==> src/rtl/mac_matrix_engine.sv <==
// 4x4 (DIM x DIM) int8 matrix multiply engine: one signed 8x8 multiplier, one accumulator,
// saturated int8 results written back into Weight memory starting at RES_BASE.
module mac_matrix_engine #(
   parameter int DIM       = 4,
   parameter int ACC_W     = 20,
   parameter int OUT_SHIFT = 0,
   parameter int RES_BASE  = 16
) (
   input  logic                            clk,
   input  logic                            rst_n,
   input  logic                            start,
   output logic                            busy,
   output logic                            done,
   output logic                            a_rd_en,
   output logic [$clog2(DIM*DIM)-1:0]      a_addr,
   input  logic signed [7:0]               a_rdata,
   output logic                            w_rd_en,
   output logic [$clog2(2*DIM*DIM)-1:0]    w_addr,
   input  logic signed [7:0]               w_rdata,
   output logic                            res_we,
   output logic [$clog2(2*DIM*DIM)-1:0]    res_addr,
   output logic signed [7:0]               res_data,
   output logic signed [ACC_W-1:0]         acc_out
);

   localparam int KW  = $clog2(DIM);
   localparam int AW  = $clog2(DIM*DIM);
   localparam int WAW = $clog2(2*DIM*DIM);

   localparam logic [KW-1:0] K_ZERO = KW'(1'b0);
   localparam logic [KW-1:0] K_ONE  = KW'(1'b1);
   localparam logic [KW-1:0] K_LAST = KW'(DIM-1);

   localparam logic signed [ACC_W-1:0] SAT_MAX = {{(ACC_W-8){1'b0}}, 8'h7F};
   localparam logic signed [ACC_W-1:0] SAT_MIN = {{(ACC_W-8){1'b1}}, 8'h80};

   typedef enum logic [1:0] {
      ST_IDLE  = 2'd0,
      ST_RUN   = 2'd1,
      ST_WRITE = 2'd2,
      ST_DONE  = 2'd3
   } state_t;

   state_t                   state_r, state_nxt_s;
   logic [KW-1:0]            k_r, k_nxt_s;
   logic [KW-1:0]            r_r, r_nxt_s;
   logic [KW-1:0]            c_r, c_nxt_s;
   logic signed [ACC_W-1:0]  acc_r, acc_nxt_s;
   logic                     wr_s;

   logic signed [15:0]       prod_s;
   logic signed [ACC_W-1:0]  prod_ext_s;
   logic signed [ACC_W-1:0]  sum_s;
   logic signed [ACC_W-1:0]  shifted_s;
   logic [WAW-1:0]           res_addr_s;

   // Clamp a full-precision value into the int8 range.
   function automatic logic signed [7:0] sat8(input logic signed [ACC_W-1:0] v);
      logic signed [7:0] res;
      if (v > SAT_MAX) begin
         res = 8'sh7F;
      end else if (v < SAT_MIN) begin
         res = 8'sh80;
      end else begin
         res = v[7:0];
      end
      return res;
   endfunction

   assign prod_s     = $signed({{8{a_rdata[7]}}, a_rdata}) * $signed({{8{w_rdata[7]}}, w_rdata});
   assign prod_ext_s = {{(ACC_W-16){prod_s[15]}}, prod_s};
   // The k=DIM-1 product arrives during WRITE and is folded in without touching acc_r.
   assign sum_s      = acc_r + prod_ext_s;
   assign shifted_s  = sum_s >>> OUT_SHIFT;
   assign res_addr_s = WAW'(RES_BASE) + {1'b0, r_r, c_r};

   // Next-state, counter and accumulator logic.
   always_comb begin
      state_nxt_s = state_r;
      k_nxt_s     = k_r;
      r_nxt_s     = r_r;
      c_nxt_s     = c_r;
      acc_nxt_s   = acc_r;
      wr_s        = 1'b0;
      case (state_r)
         ST_IDLE: begin
            if (start) begin
               state_nxt_s = ST_RUN;
               k_nxt_s     = K_ZERO;
               r_nxt_s     = K_ZERO;
               c_nxt_s     = K_ZERO;
               acc_nxt_s   = '0;
            end else begin
               state_nxt_s = ST_IDLE;
            end
         end
         ST_RUN: begin
            // Data returning at k=0 belongs to no read of this element.
            if (k_r == K_ZERO) begin
               acc_nxt_s = acc_r;
            end else if (k_r == K_ONE) begin
               acc_nxt_s = prod_ext_s;
            end else begin
               acc_nxt_s = sum_s;
            end
            if (k_r == K_LAST) begin
               state_nxt_s = ST_WRITE;
               k_nxt_s     = K_ZERO;
            end else begin
               k_nxt_s     = k_r + K_ONE;
            end
         end
         ST_WRITE: begin
            wr_s    = 1'b1;
            k_nxt_s = K_ZERO;
            if (c_r == K_LAST) begin
               c_nxt_s = K_ZERO;
               if (r_r == K_LAST) begin
                  r_nxt_s     = K_ZERO;
                  state_nxt_s = ST_DONE;
               end else begin
                  r_nxt_s     = r_r + K_ONE;
                  state_nxt_s = ST_RUN;
               end
            end else begin
               c_nxt_s     = c_r + K_ONE;
               state_nxt_s = ST_RUN;
            end
         end
         ST_DONE: begin
            state_nxt_s = ST_IDLE;
         end
         default: begin
            state_nxt_s = ST_IDLE;
            k_nxt_s     = K_ZERO;
            r_nxt_s     = K_ZERO;
            c_nxt_s     = K_ZERO;
            acc_nxt_s   = '0;
         end
      endcase
   end

   // State, loop counters and accumulator.
   always_ff @(posedge clk or negedge rst_n) begin
      if (!rst_n) begin
         state_r <= ST_IDLE;
         k_r     <= K_ZERO;
         r_r     <= K_ZERO;
         c_r     <= K_ZERO;
         acc_r   <= '0;
      end else begin
         state_r <= state_nxt_s;
         k_r     <= k_nxt_s;
         r_r     <= r_nxt_s;
         c_r     <= c_nxt_s;
         acc_r   <= acc_nxt_s;
      end
   end

   // Registered outputs, derived from the upcoming state so they line up with it.
   always_ff @(posedge clk or negedge rst_n) begin
      if (!rst_n) begin
         busy     <= 1'b0;
         done     <= 1'b0;
         a_rd_en  <= 1'b0;
         w_rd_en  <= 1'b0;
         a_addr   <= '0;
         w_addr   <= '0;
         res_we   <= 1'b0;
         res_addr <= '0;
         res_data <= '0;
         acc_out  <= '0;
      end else begin
         busy    <= (state_nxt_s != ST_IDLE);
         done    <= (state_nxt_s == ST_DONE);
         a_rd_en <= (state_nxt_s == ST_RUN);
         w_rd_en <= (state_nxt_s == ST_RUN);
         if (state_nxt_s == ST_RUN) begin
            a_addr <= AW'({r_nxt_s, k_nxt_s});
            w_addr <= WAW'({1'b0, k_nxt_s, c_nxt_s});
         end else begin
            a_addr <= '0;
            w_addr <= '0;
         end
         res_we <= wr_s;
         if (wr_s) begin
            res_addr <= res_addr_s;
            res_data <= sat8(shifted_s);
            acc_out  <= sum_s;
         end else begin
            res_addr <= res_addr;
            res_data <= res_data;
            acc_out  <= acc_out;
         end
      end
   end

endmodule

==> config.mk <==
export PLATFORM = sky130hd
export DESIGN_NAME = mac_matrix_engine
export DESIGN_NICKNAME = d
export VERILOG_FILES = /design/src/rtl/mac_matrix_engine.sv
export SDC_FILE = /design/constraint.sdc
export NUM_CORES = 1
export LEC_CHECK = 0
export CORE_ASPECT_RATIO = 1.75
export CORE_MARGIN = 4
export CORE_UTILIZATION = 45
export DETAILED_ROUTE_END_ITERATION = 10
export HOLD_SLACK_MARGIN = 0.1
export PLACE_DENSITY_LB_ADDON = 0.12
export SYNTH_ARGS = -nofsm -noshare
export SYNTH_HDL_FRONTEND = slang
export SYNTH_SLANG_ARGS = --single-unit
==> constraint.sdc <==
create_clock -name clk -period 3 [get_ports clk]
set_clock_uncertainty 0.15 [all_clocks]
set_input_delay 0.3 -clock clk [delete_from_list [all_inputs] [get_ports clk]]
set_output_delay 0.3 -clock clk [all_outputs]
set_load 0.05 [all_outputs]
# Word-level counts from Yosys, hierarchy flattened
# Index checks and enable logic that the tools add are counted.
[classes]
bitwise = 0
n_mux = 24
div_mod_pow = 0
n_lt_le_gt_ge = 2
eq_ne = 11
n_shift = 0
addsub = 5
n_mul = 1
n_reduce_logical = 5
[op_table]
columns = ["operator", "count"]
rows = [
  ["$mux 20", 3],
  ["$pmux 20 s2", 1],
  ["$add 20x16->20", 1],
  ["$gt 20x8->1 const B", 1],
  ["$lt 20x8->1 const B", 1],
  ["$mux 2", 10],
  ["$mul 8x8->16", 1],
  ["$mux 8", 2],
  ["$eq 2x2->1 const B", 6],
  ["$mux 4", 2],
  ["$pmux 2 s2", 2],
  ["$pmux 2 s4", 1],
  ["$add 2x1->2 const B", 3],
  ["$eq 2x1->1 const B", 3],
  ["$pmux 2 s3", 1],
  ["$add 5x4->5 const A", 1],
  ["$logic_not 2->1", 2],
  ["$ne 2x2->1 const B", 2],
  ["$reduce_bool 2->1", 2],
  ["$reduce_and 3->1", 1],
  ["$mux 1", 2],
]
[totals]
mem_bits_ro = 0
n_memories = 0
ram_bits = 0
elab_cells = 62
latchBits = 0
in_bits = 19
out_inout_bits = 47
reg_bits = 74

# Longest topological paths before layout
# Gate-level depths: netlist (run 1).
[logic_depth]
word_depth = 6
ltp_mapped = 26
depth_no_buf = 26

# Worst setup path before layout (run 1)
# Ideal clock, no wire load.
[synth_timing]
path_type = "input port to flip-flop"
from = "input port w_rdata[3]"
to = "register res_data[0]"
required_ns = 2.763
n_path_buf = 0
t_arrival_ns = 6.262
setup_slack_ns = -3.499
stages = 22
setup_ns = 0.087
path_cell_list = "and2_1 > fa_1 > fa_1 > fa_1 > inv_1 > fa_1 > inv_1 > ha_1 > a2111oi_0 > o21ai_0 > a41oi_1 > o21ai_0 > xnor2_1 > inv_1 > ha_1 > a211o_1 > o22a_1 > o211a_1 > a311oi_2 > mux2i_1 > o31ai_2 > a22oi_1"
[synth_via]
elab_chain_cells = 5
word_cells_on_any_way = 6
classes_between = "1 x add/sub; 1 x mul; 2 x order compare; 2 x mux"
[synth_rtl]
columns = ["element", "line_no", "rtl"]
rows = [
  ["start: declaration", "19", "input logic signed [7:0] w_rdata,"],
  ["$mul 8x8->16 (*)", "70", "assign prod_s = $signed({{8{a_rdata[7]}}, a_rdata}) * $signed({{8{w_rdata[7]}}, w_rdata});"],
  ["$add 20x16->20 (*)", "73", "assign sum_s = acc_r + prod_ext_s;"],
  ["$lt 20x8->1", "62", "end else if (v < SAT_MIN) begin"],
  ["$mux 8", "62", ""],
  ["$mux 8 (*)", "60", "if (v > SAT_MAX) begin"],
  ["end signal: assignment", "188", "res_data <= sat8(shifted_s);"],
  ["end signal: assignment", "192", "res_data <= res_data;"],
  ["end: declaration", "22", "output logic signed [7:0] res_data,"],
]
# Mark *: on every way between the ends. The rest lies on a longest branch, timed or not.
# A chain may end at the register's enable or synchronous reset.

# Worst setup path after layout (run 1)
[layout_timing]
from = "input port a_rdata[5]"
to = "register res_data[2]"
[layout_via]
elab_chain_cells = 5
word_cells_on_any_way = 6
classes_between = "1 x add/sub; 1 x mul; 2 x order compare; 2 x mux"
[layout_rtl]
columns = ["element", "line_no", "rtl"]
rows = [
  ["start: declaration", "16", "input logic signed [7:0] a_rdata,"],
  ["$mul 8x8->16 (*)", "70", ""],
  ["$add 20x16->20 (*)", "73", ""],
  ["$lt 20x8->1", "62", ""],
  ["$mux 8", "62", ""],
  ["$mux 8 (*)", "60", ""],
]
# Marks and branches as above.

==> results.cfg, run 1 <==
[outcome]
outcome = finished, violations left
violations = negative setup slack

[timing]
timing.fmax_mhz = 159.4
final-hold-violation-count = 0
slew_headroom_pct = 31.31
finalMaxSlewViolations = 0
tightest_slew_ps = 1030
hold_ws_ps = 326.7
period_share_pct = 209.2
setup_violations = 40
finalCriticalPeriod_ps = 6275
postLayoutSetupSlackWorst_ps = -3275
rsz0062_at_grt = yes

[clock_network]
cts_tree = done
cts_root_buf = clkbuf_16
cts_made_buffers = 9
cts_buffer_depth = 2
cts_max_level = 3
clkSinkCount = 71
clk_latency_ps = 340
clk_pin_slew_ps = 60

[route]
wl_per_cell_um = 18.96
ant_nets = 0
drt_iter0_drc = 277
post-route-drc-count = 0
wirelength_um = 22300
drt-vias-per-instance = 5.575
num_vias = 6556
firstDrtPassIters = 5

[die]
die_height_um = 168.3
start_util_pct = 46.00
core.rowCount = 58
die_x_um = 99.62
core_um2 = 14370
die_area_um2 = 16770
io_pins = 66

[grt]
grt.total_usage_pct = 24.22
grt_max_degree = 52
grt_overflow = 0
antenna_found_initial = 0
grt_pass1_wl_um = 32350
grt_pass1_vias = 6820

[synthesis]
ys_seq_elements = 71
synthCells = 739
synth_edf_count = 0
yosysTopAreaCellShare_pct = 26.88
yosysTopAreaCell = dfrtp_1
avgSynthCellArea_um2 = 8.945
synthTopCellsByCount = inv_1 (105), nand2_1 (94), dfrtp_1 (71), fa_1 (56), ha_1 (54)
ys_seq_area_share_pct = 26.88
synth_async_sr_flop_share_pct = 100.0
ys.flop_type = dfrtp_1
syn_nets = 868
synth_most_common_cell = inv_1
synthesis.area_um2 = 6610
synthTopCellsByArea = dfrtp_1 (27%), fa_1 (17%), ha_1 (10%)
ys_types = 63
ys.warnings.count = 0

[worst_setup_path]
worstPathRequired_ps = 3070
cp_common_cell = fa_1
worst_setup_path_start_kind = input port
path_max_fanout = 7
critPathArrivalTime_ps = 6340
slowest_delay_ps = 530
slowest_stage = fa_1
end_kind = register
crit_family = adder cells
crit_cells = 29
path_buf_inv = 9
r2r_cells = 13
path_class = input port to register

[min_path]
hold_class = register to register
worstHoldPathCells = 1

[cells_and_area]
final_cell_area_um2 = 10800
final_core_util_pct = 75.16
fin_nets = 1120
syn_to_final_growth_pct = 63.37
drive_above_1_share_pct = 43.88
diodes = 0

[place]
placement.cell_area_um2 = 8808
post-place-ws_ps = -4044
numPortBuffers = 64
finalWeightedCongestion = 0.8855
hpwl_um = 14650

[flow_run]
maxCapViolCount = 0
[timing repair]
action,in CTS,in global routing
pin swaps,83,96
setup buffers,42,36
endpoints found under the setup margin,44,42
hold buffers,1,0
endpoints found under the hold margin,26,0
resized for setup,234,122
[registers in the layout, indices dropped and copies added (netlist names)]
register  cells
done          1
res_we        1
state_r       2
res_addr      5
c_r           2
acc_out      20
w_rd_en       1
res_data      8
acc_r        20
r_r           2
busy          1
a_addr        4
w_addr        2
k_r           2
[cell usage in the layout (no fill, tap or decap), drive strengths merged, types with 5 or more instances in the layout]
cell type      count
nand2             94
dfrtp             71
ha                54
a21o              10
fa                56
xnor2             23
o21ai             51
nor3               9
inv              108
clkdlybuf4s50     47
a22oi              7
xor2               7
a21oi             33
nor4               5
buf              218
mux2i              7
nand2b             9
o31ai              5
nor2              27
clkbuf             9
and2              54
nand3              9
nor2b             17
[per-layer routing]
layer / global-route usage (%) / wire [um] / up-vias
met1: 23.20 / 7104 / 3232
met3: 2.322 / 949 / 128
met2: 48.27 / 12580 / 258
met4: 13.73 / 1665 / 0
li1: - / - / 2938
met5: 0 / 0 / -
[per-stage QoR]
| step | instances | setup TNS, ps |
|---|---|---|
| 2_1_floorplan | 739 | -77250 |
| 3_3_place_gp | 1096 | -124090 |
| 3_5_place_dp | 1096 | -128290 |
| 4_1_cts | 1150 | -90700 |
| 5_1_grt | 1176 | -100680 |
| 6_report | 1176 | -94370 |
[final timing paths]
| check | start | slack (ps) | endpoint |
|---|---|---|---|
| min in group asynchronous | rst_n | 400 | res_addr[4] |
| min | res_addr[4] | 330 | res_addr[4] |
| max reg2reg | acc_r[4] | -470 | res_data[2] |
| max | a_rdata[5] | -3280 | res_data[2] |
| max in group asynchronous | rst_n | 1610 | acc_r[16] |
| min reg2reg | res_addr[4] | 330 | res_addr[4] |
[worst register-to-register path: cells and delay by family, from the launching register on]
kind            cells  cell delay [ps]
simple gates        3             1120
buf+inv             3              460
flops               1              420
xor+xnor            1              170
compound gates      5              780
fa+ha+maj           1              290
[layout make-up]
class                      instances  area, um2
clock buffer                       9      225.2
clock inverter                     7      102.6
fill                             954       3570
inverter                         105      401.6
multi-input combinational        538       5669
sequential                        71       1777
tap                              180      225.2
timing repair buffer             266       2399
[kinds of logic (layout without fill, tap and decap cells)]
| kind of cell | after synthesis | in the layout | synth area share [%] |
|---|---|---|---|
| other | 1 | 1 | 0.05673 |
| AO/OA/AOI/OAI | 146 | 146 | 14.33 |
| flip-flops | 71 | 71 | 26.88 |
| AND/OR/NAND/NOR | 243 | 243 | 18.59 |
| adder cells (fa/ha/maj) | 110 | 110 | 27.18 |
| XOR/XNOR | 30 | 30 | 3.975 |
| buffers and inverters | 130 | 387 | 7.761 |
| multiplexers | 8 | 8 | 1.230 |
Power of run 1 is not shown: default switching activity piles up to over one toggle a cycle in this logic, so the estimate is an artifact.
==> run 2: changes to the inputs <==
--- a/config.mk
+++ b/config.mk
@@ -11,6 +11,7 @@
 export DETAILED_ROUTE_END_ITERATION = 10
 export HOLD_SLACK_MARGIN = 0.1
 export PLACE_DENSITY_LB_ADDON = 0.12
+export RECOVER_POWER = 50
 export SYNTH_ARGS = -nofsm -noshare
 export SYNTH_HDL_FRONTEND = slang
 export SYNTH_SLANG_ARGS = --single-unit
==> run 2 against run 1 <==
Compared with the run above:
- the run ends with max-capacitance violations, max-slew violations, negative setup slack left
- non-clock buffer count is the same
- critical path type unchanged
- wire length is 0.17% lower
- critical path depth unchanged
- sequential share of layout area about the same
- design area fell by 0.13%
- worst hold slack barely moved
- critical endpoint unchanged
- via count fell by 0.29%
- flip-flop and latch count unchanged
- largest cell class unchanged
- utilization fell by 0.096 points
- maximum frequency about the same
==> results.cfg, run 2 (synthesis results as in run 1) <==
[min_path]
worstHoldPathCells = 1
hold_class = register to register

[place]
numPortBuffers = 64
hpwl_um = 14650
finalWeightedCongestion = 0.8855
post-place-ws_ps = -4044
placement.cell_area_um2 = 8808

[grt]
grt_pass1_vias = 6820
grt_overflow = 0
antenna_found_initial = 0
grt_max_degree = 52
grt.total_usage_pct = 24.22
grt_pass1_wl_um = 32350

[clock_network]
cts_root_buf = clkbuf_16
cts_made_buffers = 9
clkSinkCount = 71
cts_tree = done
clk_pin_slew_ps = 60
cts_buffer_depth = 2
clk_latency_ps = 340
cts_max_level = 3

[worst_setup_path]
slowest_delay_ps = 530
crit_family = adder cells
path_buf_inv = 9
end_kind = register
cp_common_cell = fa_1
critPathArrivalTime_ps = 6340
slowest_stage = fa_1
r2r_cells = 13
path_class = input port to register
worstPathRequired_ps = 3070
worst_setup_path_start_kind = input port
path_max_fanout = 7
crit_cells = 29

[route]
wirelength_um = 22260
drt-vias-per-instance = 5.559
post-route-drc-count = 0
firstDrtPassIters = 4
num_vias = 6537
ant_nets = 0
drt_iter0_drc = 319
wl_per_cell_um = 18.93

[timing]
period_share_pct = 209.1
slew_headroom_pct = -8.679
tightest_slew_ps = 1630
final-hold-violation-count = 0
finalMaxSlewViolations = 28
finalCriticalPeriod_ps = 6274
setup_violations = 40
rsz0062_at_grt = yes
postLayoutSetupSlackWorst_ps = -3274
timing.fmax_mhz = 159.4

[cells_and_area]
final_common_cell = buf_4
drive_above_1_share_pct = 43.78
final_core_util_pct = 75.06
fin_nets = 1120
syn_to_final_growth_pct = 63.16
layout_common_cells = buf_4 (145), nand2_1 (84), inv_1 (84)
reg_top3 = acc_out (20), acc_r (20), res_data (8)
diodes = 0
final_cell_area_um2 = 10790

[die]
start_util_pct = 46.00
core_um2 = 14370
core.rowCount = 58
die_area_um2 = 16770
die_height_um = 168.3
io_pins = 66
die_x_um = 99.62

[outcome]
outcome = finished, violations left
violations = max-capacitance violations, max-slew violations, negative setup slack

[flow_run]
maxCapViolCount = 1
==> run 2: final timing paths <==
| path | startpoint | to | slack [ps] |
|---|---|---|---|
| setup reg to reg | acc_r[4] | res_data[2] | -470 |
| hold / removal | res_addr[4] | res_addr[4] | 330 |
| max in group asynchronous | rst_n | acc_r[16] | 440 |
| setup / recovery | a_rdata[5] | res_data[2] | -3270 |
| hold reg to reg | res_addr[4] | res_addr[4] | 330 |
| min in group asynchronous | rst_n | res_addr[4] | 760 |
==> run 2: area by class of cell <==
class	instances	area (um2)
repair buffers	266	2385
well taps	180	225.2
clock inverters	7	102.6
flip-flops and latches	71	1777
clock buffers	9	225.2
fillers	957	3583
multi-input cells	538	5669
inverters	105	401.6
==> run 2: per-layer routing <==
metal,vias up,part of all wire [%],global-route usage (%)
met1,3209,32,23.20
met3,127,4.2,2.322
li1,2941,-,-
met5,-,0,0
met2,260,57,48.27
met4,0,7.5,13.73
==> run 2: per-stage QoR <==
step / setup TNS (ps) / hold slack (ps) / std cells
after floorplan: -77250 / -145.6 / 739
after global placement: -124090 / 210.5 / 1096
after detailed placement: -128290 / 223.0 / 1096
after CTS: -90700 / 327.7 / 1150
after global routing: -100680 / 347.2 / 1176
final: -94380 / 326.6 / 1176
==> run 2: repair_timing <==
item	4_1_cts	5_1_grt
hold endpoints to repair	26	0
buffers inserted	42	36
hold buffers	1	0
endpoints found under the setup margin	44	42
gates resized for setup	234	122
pin swaps	83	96
Power of run 2 is left out for the same reason.
==> run 3: changes to the inputs <==
--- a/config.mk
+++ b/config.mk
@@ -5,7 +5,7 @@
 export SDC_FILE = /design/constraint.sdc
 export NUM_CORES = 1
 export LEC_CHECK = 0
-export CORE_ASPECT_RATIO = 1.75
+export CORE_ASPECT_RATIO = 0.75
 export CORE_MARGIN = 4
 export CORE_UTILIZATION = 45
 export DETAILED_ROUTE_END_ITERATION = 10
==> run 3 against run 2 <==
Compared with the run above:
- the flow still finishes with violations (max-capacitance violations, max-slew violations, negative setup slack)
- register-to-register slack improved by 110 ps
- critical path depth fell by 3
- final cell count rose by 1.1%
- global-route usage fell by 1.7 points
- via count fell by 6.2%
- non-clock buffer count fell by 7
- count of clock-buffer cells in the layout did not move
- design area fell by 2.8%
- wire length fell by 14%
- highest routed layer unchanged
==> results.cfg, run 3 (synthesis results as in run 1) <==
[worst_setup_path]
worst_setup_path_start_kind = input port
path_class = input port to register
r2r-end = res_data[6]
worstPathRequired_ps = 3080
critPathArrivalTime_ps = 6220
r2r_slack_ps = -360
r2r_cells = 13
end_kind = register
rr_startpoint = acc_r[0]
path_max_fanout = 7

[clock_network]
clk_pin_slew_ps = 70
cts_root_buf = clkbuf_16
clk_latency_ps = 340
clkSinkCount = 71
cts_made_buffers = 9
cts_max_level = 3
cts_tree = done
cts_buffer_depth = 2

[die]
die_height_um = 113.0
io_pins = 66
die_area_um2 = 16710
start_util_pct = 45.88
core.rowCount = 38
die_x_um = 148.0
core_um2 = 14410

[timing]
slew_headroom_pct = -8.438
rsz0062_at_grt = yes
postLayoutSetupSlackWorst_ps = -3142
tightest_slew_ps = 1627
timing.fmax_mhz = 162.8
period_share_pct = 204.7
finalMaxSlewViolations = 32
final-hold-violation-count = 0
finalCriticalPeriod_ps = 6142
setup_violations = 40

[route]
post-route-drc-count = 0
wirelength_um = 19050
ant_nets = 0
drt-vias-per-instance = 5.156
drt-met1-wl_um = 8672
wl_per_cell_um = 16.02
dr_wl_met3_um = 646
num_vias = 6130
top_layer_used = met4
route.met2.wl_um = 9555
drt_iter0_drc = 343
firstDrtPassIters = 5

[cells_and_area]
regArea_um2 = 1777
drive_above_1_share_pct = 41.56
final_common_cell = buf_4
fin_nets = 1113
syn_to_final_growth_pct = 58.55
layout_common_cells = buf_4 (150), nand2_1 (87), inv_1 (85)
reg_top3 = acc_out (20), acc_r (20), res_data (8)
diodes = 0
num-fill-cells = 1022
multiInputGateArea_um2 = 5513

[flow_run]
maxCapViolCount = 1

[grt]
grt_pass1_wl_um = 30600
grt_pass1_vias = 6236
grt_max_degree = 52
grt_overflow = 0
grt.total_usage_pct = 22.51
antenna_found_initial = 0

[place]
finalWeightedCongestion = 0.8821
post-place-ws_ps = -4004
hpwl_um = 13560
numPortBuffers = 64

[outcome]
violations = max-capacitance violations, max-slew violations, negative setup slack
outcome = finished, violations left

[min_path]
hold-path-endpoint = acc_out[1]
worstHoldPathCells = 2
hold_class = register to register
hold_start = acc_out[1]
run 3: cell count changes in the layout (fill, tap and decap cells not counted), sizes merged:
cell      delta
clkinvlp     +1
buf         -11
bufinv       -2
clkbuf       +4
inv          +1
run 3: worst max-delay path, cell delays in order:
cell	delay, ps
buf_4	130
buf_6	120
and2_1	140
fa_2	530
fa_1	420
fa_1	490
inv_1	50
fa_1	430
inv_2	80
ha_4	220
a2111oi_4	410
o21ai_4	120
a41oi_2	220
buf_4	160
xnor2_2	130
ha_4	250
nand2_4	80
o21bai_4	80
or4_4	430
nor3_4	270
nor2_2	80
xnor2_2	300
nand4_1	240
o31ai_4	290
buf_12	170
a22oi_2	50
run 3: worst max-delay path by stage:
stage	startpoint	endpoint	slack [ps]	cells past startpoint
CTS	a_rdata[4]	res_data[2]	-3120	27
floorplan	w_rdata[2]	res_data[6]	-2890	25
global placement	a_rdata[7]	res_data[2]	-3940	27
detailed placement	a_rdata[5]	res_data[2]	-4000	26
finish	w_rdata[5]	res_data[3]	-3140	26
global route	a_rdata[4]	res_data[3]	-3370	26
run 3: final cells by class:
type                            instances  area share [%]
Inverter                              105           3.808
Clock buffer                            9           2.149
Timing Repair Buffer                  259           21.49
Sequential cell                        71           16.95
Multi-Input combinational cell        538           52.60
Tap cell                              200           2.388
Clock inverter                          7          0.6089
run 3: per-stage QoR:
stage               setup TNS, ps  util (%)  hold slack (ps)  std cells  instance area, um2
global placement          -122390     61.58            213.1       1126                8871
finish                     -90310     72.75            328.2       1189               10480
floorplan                  -77250         -           -145.6        739                7010
detailed placement        -124820     61.58            230.6       1126                8871
global route               -97340     72.75            358.4       1189               10480
CTS                        -88740     69.04            332.0       1171                9946
run 3: repair_timing:
action                                  CTS  global route
pin swaps                                76            60
buffers inserted                         33            20
endpoints found under the setup margin   42            42
hold endpoints to repair                 29             0
resized for setup                       210            90
hold buffers                              1             0
run 3: routing by layer:
metal,GRT usage (%),vias to the layer above
met5,0,-
met4,3.692,0
met3,3.443,19
met2,37.75,120
met1,31.78,3067
li1,-,2924
Power of run 3 is left out for the same reason.
